$ cat config.mk
export PLATFORM = sky130hd
export DESIGN_NAME = fp_mag_sched
export DESIGN_NICKNAME = d
export VERILOG_FILES = /design/src/rtl/fp_mag_sched.sv
export SDC_FILE = /design/constraint.sdc
export NUM_CORES = 1
export LEC_CHECK = 0
export ABC_AREA = 1
export CORE_AREA = 2 2 120 122
export DETAILED_ROUTE_END_ITERATION = 10
export DIE_AREA = 0 0 122 124
export GPL_TIMING_DRIVEN = 0
export PLACE_DENSITY = 0.68
export REMOVE_ABC_BUFFERS = 1
export SYNTH_ARGS = -nofsm -noshare
export SYNTH_HDL_FRONTEND = slang
export SYNTH_SLANG_ARGS = --single-unit
$ cat constraint.sdc
create_clock -name clk_i -period 1.33 [get_ports clk_i]
set_clock_uncertainty 0.1 [all_clocks]
set_input_delay 0.266 -clock clk_i [delete_from_list [all_inputs] [get_ports clk_i]]
set_output_delay 0.266 -clock clk_i [all_outputs]
set_load 0.005 [all_outputs]
$ cat src/rtl/fp_mag_sched.sv
// Round-robin issue scheduler for the FMIN/FMAX magnitude unit: two requesters,
// one in-flight operation, result presented on a valid/ready port with backpressure.
package fp_mag_pkg;
  typedef logic [31:0] float_t;
  typedef enum logic {FMIN_ = 1'b0, FMAX_ = 1'b1} fcmp_ops;
endpackage

module fp_mag_sched
  import fp_mag_pkg::*;
#(
  parameter int TAG_W   = 5,
  parameter int COUNT_W = 16
) (
  input  logic               clk_i,
  input  logic               rst_n_i,
  input  logic [1:0]         req_valid_i,
  output logic [1:0]         req_ready_o,
  input  float_t             req0_op_a_i,
  input  float_t             req0_op_b_i,
  input  float_t             req1_op_a_i,
  input  float_t             req1_op_b_i,
  input  logic               req0_fmax_i,
  input  logic               req1_fmax_i,
  input  logic [TAG_W-1:0]   req0_tag_i,
  input  logic [TAG_W-1:0]   req1_tag_i,
  input  logic               flush_i,
  output float_t             mag_operand_A_o,
  output float_t             mag_operand_B_o,
  output fcmp_ops            mag_operation_o,
  output logic               mag_clk_en_o,
  input  float_t             mag_result_i,
  input  logic               mag_invalid_i,
  input  logic               mag_overflow_i,
  input  logic               mag_underflow_i,
  output logic               res_valid_o,
  input  logic               res_ready_i,
  output float_t             res_data_o,
  output logic [TAG_W-1:0]   res_tag_o,
  output logic               res_src_o,
  output logic               res_invalid_o,
  output logic               res_overflow_o,
  output logic               res_underflow_o,
  output logic [COUNT_W-1:0] issue_cnt_o
);

  logic               stage_valid_reg;
  logic               rr_ptr_reg;
  logic [TAG_W-1:0]   tag_reg;
  logic               src_reg;
  logic [COUNT_W-1:0] issue_cnt_reg;

  logic       can_issue;
  logic       sel;
  logic [1:0] grant;

  assign can_issue = rst_n_i && !flush_i && (!stage_valid_reg || res_ready_i);

  // A lone requester wins outright; with both or neither valid, rr_ptr decides.
  always_comb begin
    sel   = rr_ptr_reg;
    grant = 2'b00;
    if (req_valid_i == 2'b01) begin
      sel = 1'b0;
    end else if (req_valid_i == 2'b10) begin
      sel = 1'b1;
    end
    if (can_issue && req_valid_i[sel]) begin
      grant = sel ? 2'b10 : 2'b01;
    end
  end

  assign req_ready_o     = grant;
  assign mag_clk_en_o    = |grant;
  assign mag_operand_A_o = sel ? req1_op_a_i : req0_op_a_i;
  assign mag_operand_B_o = sel ? req1_op_b_i : req0_op_b_i;
  assign mag_operation_o = (sel ? req1_fmax_i : req0_fmax_i) ? FMAX_ : FMIN_;

  always_ff @(posedge clk_i) begin
    if (!rst_n_i) begin
      stage_valid_reg <= 1'b0;
      rr_ptr_reg      <= 1'b0;
      tag_reg         <= '0;
      src_reg         <= 1'b0;
      issue_cnt_reg   <= '0;
    end else if (flush_i) begin
      stage_valid_reg <= 1'b0;
    end else if (|grant) begin
      stage_valid_reg <= 1'b1;
      tag_reg         <= sel ? req1_tag_i : req0_tag_i;
      src_reg         <= sel;
      rr_ptr_reg      <= !sel;
      issue_cnt_reg   <= issue_cnt_reg + 1'b1;
    end else if (stage_valid_reg && res_ready_i) begin
      stage_valid_reg <= 1'b0;
    end
  end

  // The unit holds its output while disabled, so results pass straight through.
  assign res_valid_o     = stage_valid_reg;
  assign res_data_o      = stage_valid_reg ? mag_result_i : '0;
  assign res_invalid_o   = stage_valid_reg & mag_invalid_i;
  assign res_overflow_o  = stage_valid_reg & mag_overflow_i;
  assign res_underflow_o = stage_valid_reg & mag_underflow_i;
  assign res_tag_o       = tag_reg;
  assign res_src_o       = src_reg;
  assign issue_cnt_o     = issue_cnt_reg;

endmodule

==> Word level (Yosys, flattened, before mapping) <==
Index checks and enable logic that the tools add are counted.
{ "word_totals": {"word_cells": 40, "in_bits": 181, "n_memories": 0, "register_bits": 24, "ramBits": 0, "latchBits": 0, "mem_bits_ro": 0, "output_inout_bits": 126} }
{ "op_classes": {"shift": 0, "div": 0, "order_cmp": 1, "n_eq_ne": 2, "add_sub_neg": 1, "n_bitwise": 5, "n_reduce_logical": 12, "n_mux": 14, "multipliers": 0} }
{ "ops": {"columns": ["operator", "count"], "rows": [
  ["32-bit 2-to-1 mux", 3],
  ["16-bit by 1-bit adder with 16-bit output, second input constant", 1],
  ["1-bit 2-to-1 mux", 8],
  ["5-bit 2-to-1 mux", 1],
  ["1-bit logical AND", 4],
  ["2-bit 2-to-1 mux", 2],
  ["2-bit OR reduction", 2],
  ["1-bit bitwise AND", 3],
  ["1-bit zero test", 3],
  ["2-bit by 1-bit == test with 1-bit output, second input constant", 1],
  ["2-bit == test, second input constant", 1],
  ["1-bit by 2-bit < comparator with 1-bit output, second input constant", 1],
  ["1-bit NOT", 2],
  ["2-bit AND reduction", 1],
  ["2-bit nonzero test", 1],
  ["1-bit logical OR", 1]
]} }

==> Logic depth before layout (Yosys ltp) <==
{ "logic_depth": {"ltp_word": 9, "mapped_depth": 9, "mapped_depth_nobuf": 9} }

==> Worst setup path after synthesis <==
Ideal clock, no wire load.
{ "synth_timing": {"path_kind": "register to output", "startpoint": "register rr_ptr_reg", "endpoint": "output port mag_operand_A_o[22]", "path_slack_ns": -0.159, "path_buffers": 2, "path_stages_with_launch": 8, "t_required_ns": 0.964, "arrival_ns": 1.123, "cell_sequence": "dfxtp_1 > or2_1 > nand2_2 > inv_2 > buf_6 > buf_2 > nand2_1 > nand2_1"} }
{ "synth_between": {"elab_chain_len": 3} }
{ "synth_lines": {"columns": ["item", "line_no", "rtl"], "rows": [
  ["start: declaration", "47", "logic rr_ptr_reg;"],
  ["start signal: assignment", "91", "rr_ptr_reg <= !sel;"],
  ["1-bit 2-to-1 mux", "64", "end else if (req_valid_i == 2'b10) begin"],
  ["1-bit 2-to-1 mux", "62", "if (req_valid_i == 2'b01) begin"],
  ["32-bit 2-to-1 mux", "74", "assign mag_operand_A_o = sel ? req1_op_a_i : req0_op_a_i;"],
  ["end: declaration", "27", "output float_t mag_operand_A_o,"]
]} }
Every way passes these cells.

==> Final worst setup path <==
{ "layout_timing": {"startpoint": "register rr_ptr_reg", "endpoint": "output port mag_operand_B_o[0]"} }
{ "layout_between": {"elab_chain_len": 3} }
{ "layout_lines": {"columns": ["item", "line_no", "rtl"], "rows": [
  ["1-bit 2-to-1 mux", "64", null],
  ["1-bit 2-to-1 mux", "62", null],
  ["32-bit 2-to-1 mux", "75", "assign mag_operand_B_o = sel ? req1_op_b_i : req0_op_b_i;"],
  ["end: declaration", "28", "output float_t mag_operand_B_o,"]
]} }
Every way passes these cells.

==> results.toml <==
[detailed_routing]
antenna_left = 0
vias = 4516
vias_per_cell = 4.217
dr.pass1.iters = 4
initialDrtViolationCount = 273
routedWlPerCell_um = 16.61
drc_errors = 0
wirelength_um = 17790

[global_route]
grt_first_pass_wirelength_um = 24350
gr-usage-all-layers_pct = 21.61
grt_max_degree = 15
antenna_found_initial = 3
grt_pass1_vias = 4243
grt.overflow.total = 0

[cells_and_area]
final_common_cell = "clkdlybuf4s50_1"
design_area_um2 = 7682
largest_register_ffs = 16
final_cell_mix = "clkdlybuf4s50_1 (174), nand2_1 (151), nand2_2 (94), buf_6 (90), buf_2 (56)"
fin_nets = 1072
layout-drive-gt1-share_pct = 50.84
area_delta_synth_final_pct = 230.3
post-route-util_pct = 56.00

[run_status]
violations = "setup timing"
outcome = "finished with violations"

[clocking]
numCtsBuffers = 3
holdBufCountCts = 0
clock_path_buffers = 2
clock_latency_ns = 0.26
cts_tree = "yes"
cts_sinks = 24
root_buffer = "clkbuf_16"
htree_levels = 1
path_clk_slew_ns = 0.07

[setup_path]
critPathMaxFanout = 7
cp.required_ns = 0.96
worst_ep_arrival_time_ns = 1.67
crit_type = "register to primary output"
start_kind = "register"
cp-end-kind = "primary output"

[power]
power_density_nw_per_um2 = 499.2
p_leak_nw = 4.074
peakVddDrop_mv = 0.4018

[synthesis]
synth_seq_cells = 24
seq_area_frac_synth_pct = 20.66
synth_warnings = 0
synth_area_um2 = 2326
syn_avg_cell_area_um2 = 4.928
synthDistinctLibCells = 23
syn_inst = 472

[timing]
setup-tns-final_ns = -53.61
setup_viol = 128
period_needed_ns = 2.031
tightest_slew_ns = 0.2806
post-route-period-util_pct = 152.7
rsz0062_at_grt = "true"
drv_slew = 0
hold_viol = 0
relSlewSlack_pct = 81.19
max_freq_ghz = 0.4923
setup_ws_ns = -0.7012
whs_ns = 0.1764

[floorplanning]
die_w_um = 122
rows = 43
die_area_um2 = 15130
core_um2 = 13720
pin_count = 307
start_util_pct = 16.95
die_h_um = 124

[place]
io_buffers = 306
gp_congestion = 0.7995
dpl_cell_area_um2 = 5489
dp_slack_ns = -2.803
dpl.hpwl_um = 10280

[run]
cap_violations = 0

[min_path]
worstHoldPathType = "input pin to register"
==> final cells by class <==
type	instances	area, um2
Clock inverter	1	30.03
Inverter	58	244.0
Sequential cell	24	511.7
Timing Repair Buffer	418	4116
Fill cell	1266	6037
Antenna cell	2	5.005
Timing Repair inverter	9	123.9
Tap cell	180	225.2
Multi-Input combinational cell	376	2351
Clock buffer	3	75.07
==> critical path, stage by stage (launching register included) <==
cell	delay (ns)
dfxtp_2	0.33
or2_4	0.31
nand2_8	0.11
buf_12	0.12
inv_12	0.03
buf_12	0.13
buf_8	0.13
nand2_2	0.05
nand2_1	0.05
buf_2	0.13
==> logic make-up (layout without fill, tap and decap cells) <==
logic type      after synthesis  after routing  share of synthesized area, %
buf+inv                      80            489                         14.74
simple gates                346            354                         59.23
other cells                   0              2                             0
compound gates               19             19                         4.088
flops                        24             24                         20.66
fa+ha+maj                     1              1                        0.5378
xor+xnor                      2              2                        0.7532
==> stage by stage <==
| stage | power (W) | instances |
|---|---|---|
| after floorplan | 0.001120 | 450 |
| after global placement | 0.002207 | 936 |
| after detailed placement | 0.002208 | 936 |
| after CTS | 0.003585 | 1053 |
| after global routing | 0.004012 | 1069 |
| final | 0.003835 | 1071 |
==> timing repair <==
action | CTS | global route
setup buffers | 95 | 32
resized for setup | 612 | 247
endpoints found under the setup margin | 150 | 130
cloned | 19 | 2
pin swaps | 26 | 56
==> report_power, final <==
part | leakage [nW] | switching (W) | total [W] | internal, W
Sequential | 0.203 | 0.0000116 | 0.000735 | 0.000723
Clock | 0.0511 | 0.000275 | 0.000875 | 0.000599
Combinational | 3.82 | 0.000931 | 0.00223 | 0.00129
Total | 4.07 | 0.00122 | 0.00383 | 0.00262
==> worst paths after layout <==
check | from | endpoint | slack (ns) | cells after the start
worst min register to register | res_tag_o[2] | res_tag_o[2] | 0.37 | 2
worst min-delay path | rst_n_i | issue_cnt_o[0] | 0.18 | 3
worst max-delay path | rr_ptr_reg | mag_operand_B_o[0] | -0.70 | 9
worst max register to register | rr_ptr_reg | res_tag_o[3] | -0.34 | 10
==> per-layer routing <==
layer	track usage, %	wire length (um)
met5	0	12
met4	6.106	486
met3	6.777	1757
met2	38.51	8642
met1	24.87	6895
==> synth_stat cells (all sizes together) <==
| library cell | n | area [um2] |
|---|---|---|
| nand2 | 293 | 1102 |
| inv | 58 | 217.7 |
| nor2 | 30 | 137.6 |
| dfxtp | 24 | 480.5 |
| buf | 20 | 117.6 |
| a21oi | 17 | 85.08 |
| nand3 | 11 | 67.57 |
| nand4 | 7 | 43.79 |
| nor3 | 4 | 20.02 |
| clkbuf | 2 | 7.510 |
| o21ai | 2 | 10.00 |
| xnor2 | 2 | 17.52 |
| ha | 1 | 12.51 |
| or2 | 1 | 6.260 |
Power figures use the tool's default switching activity.
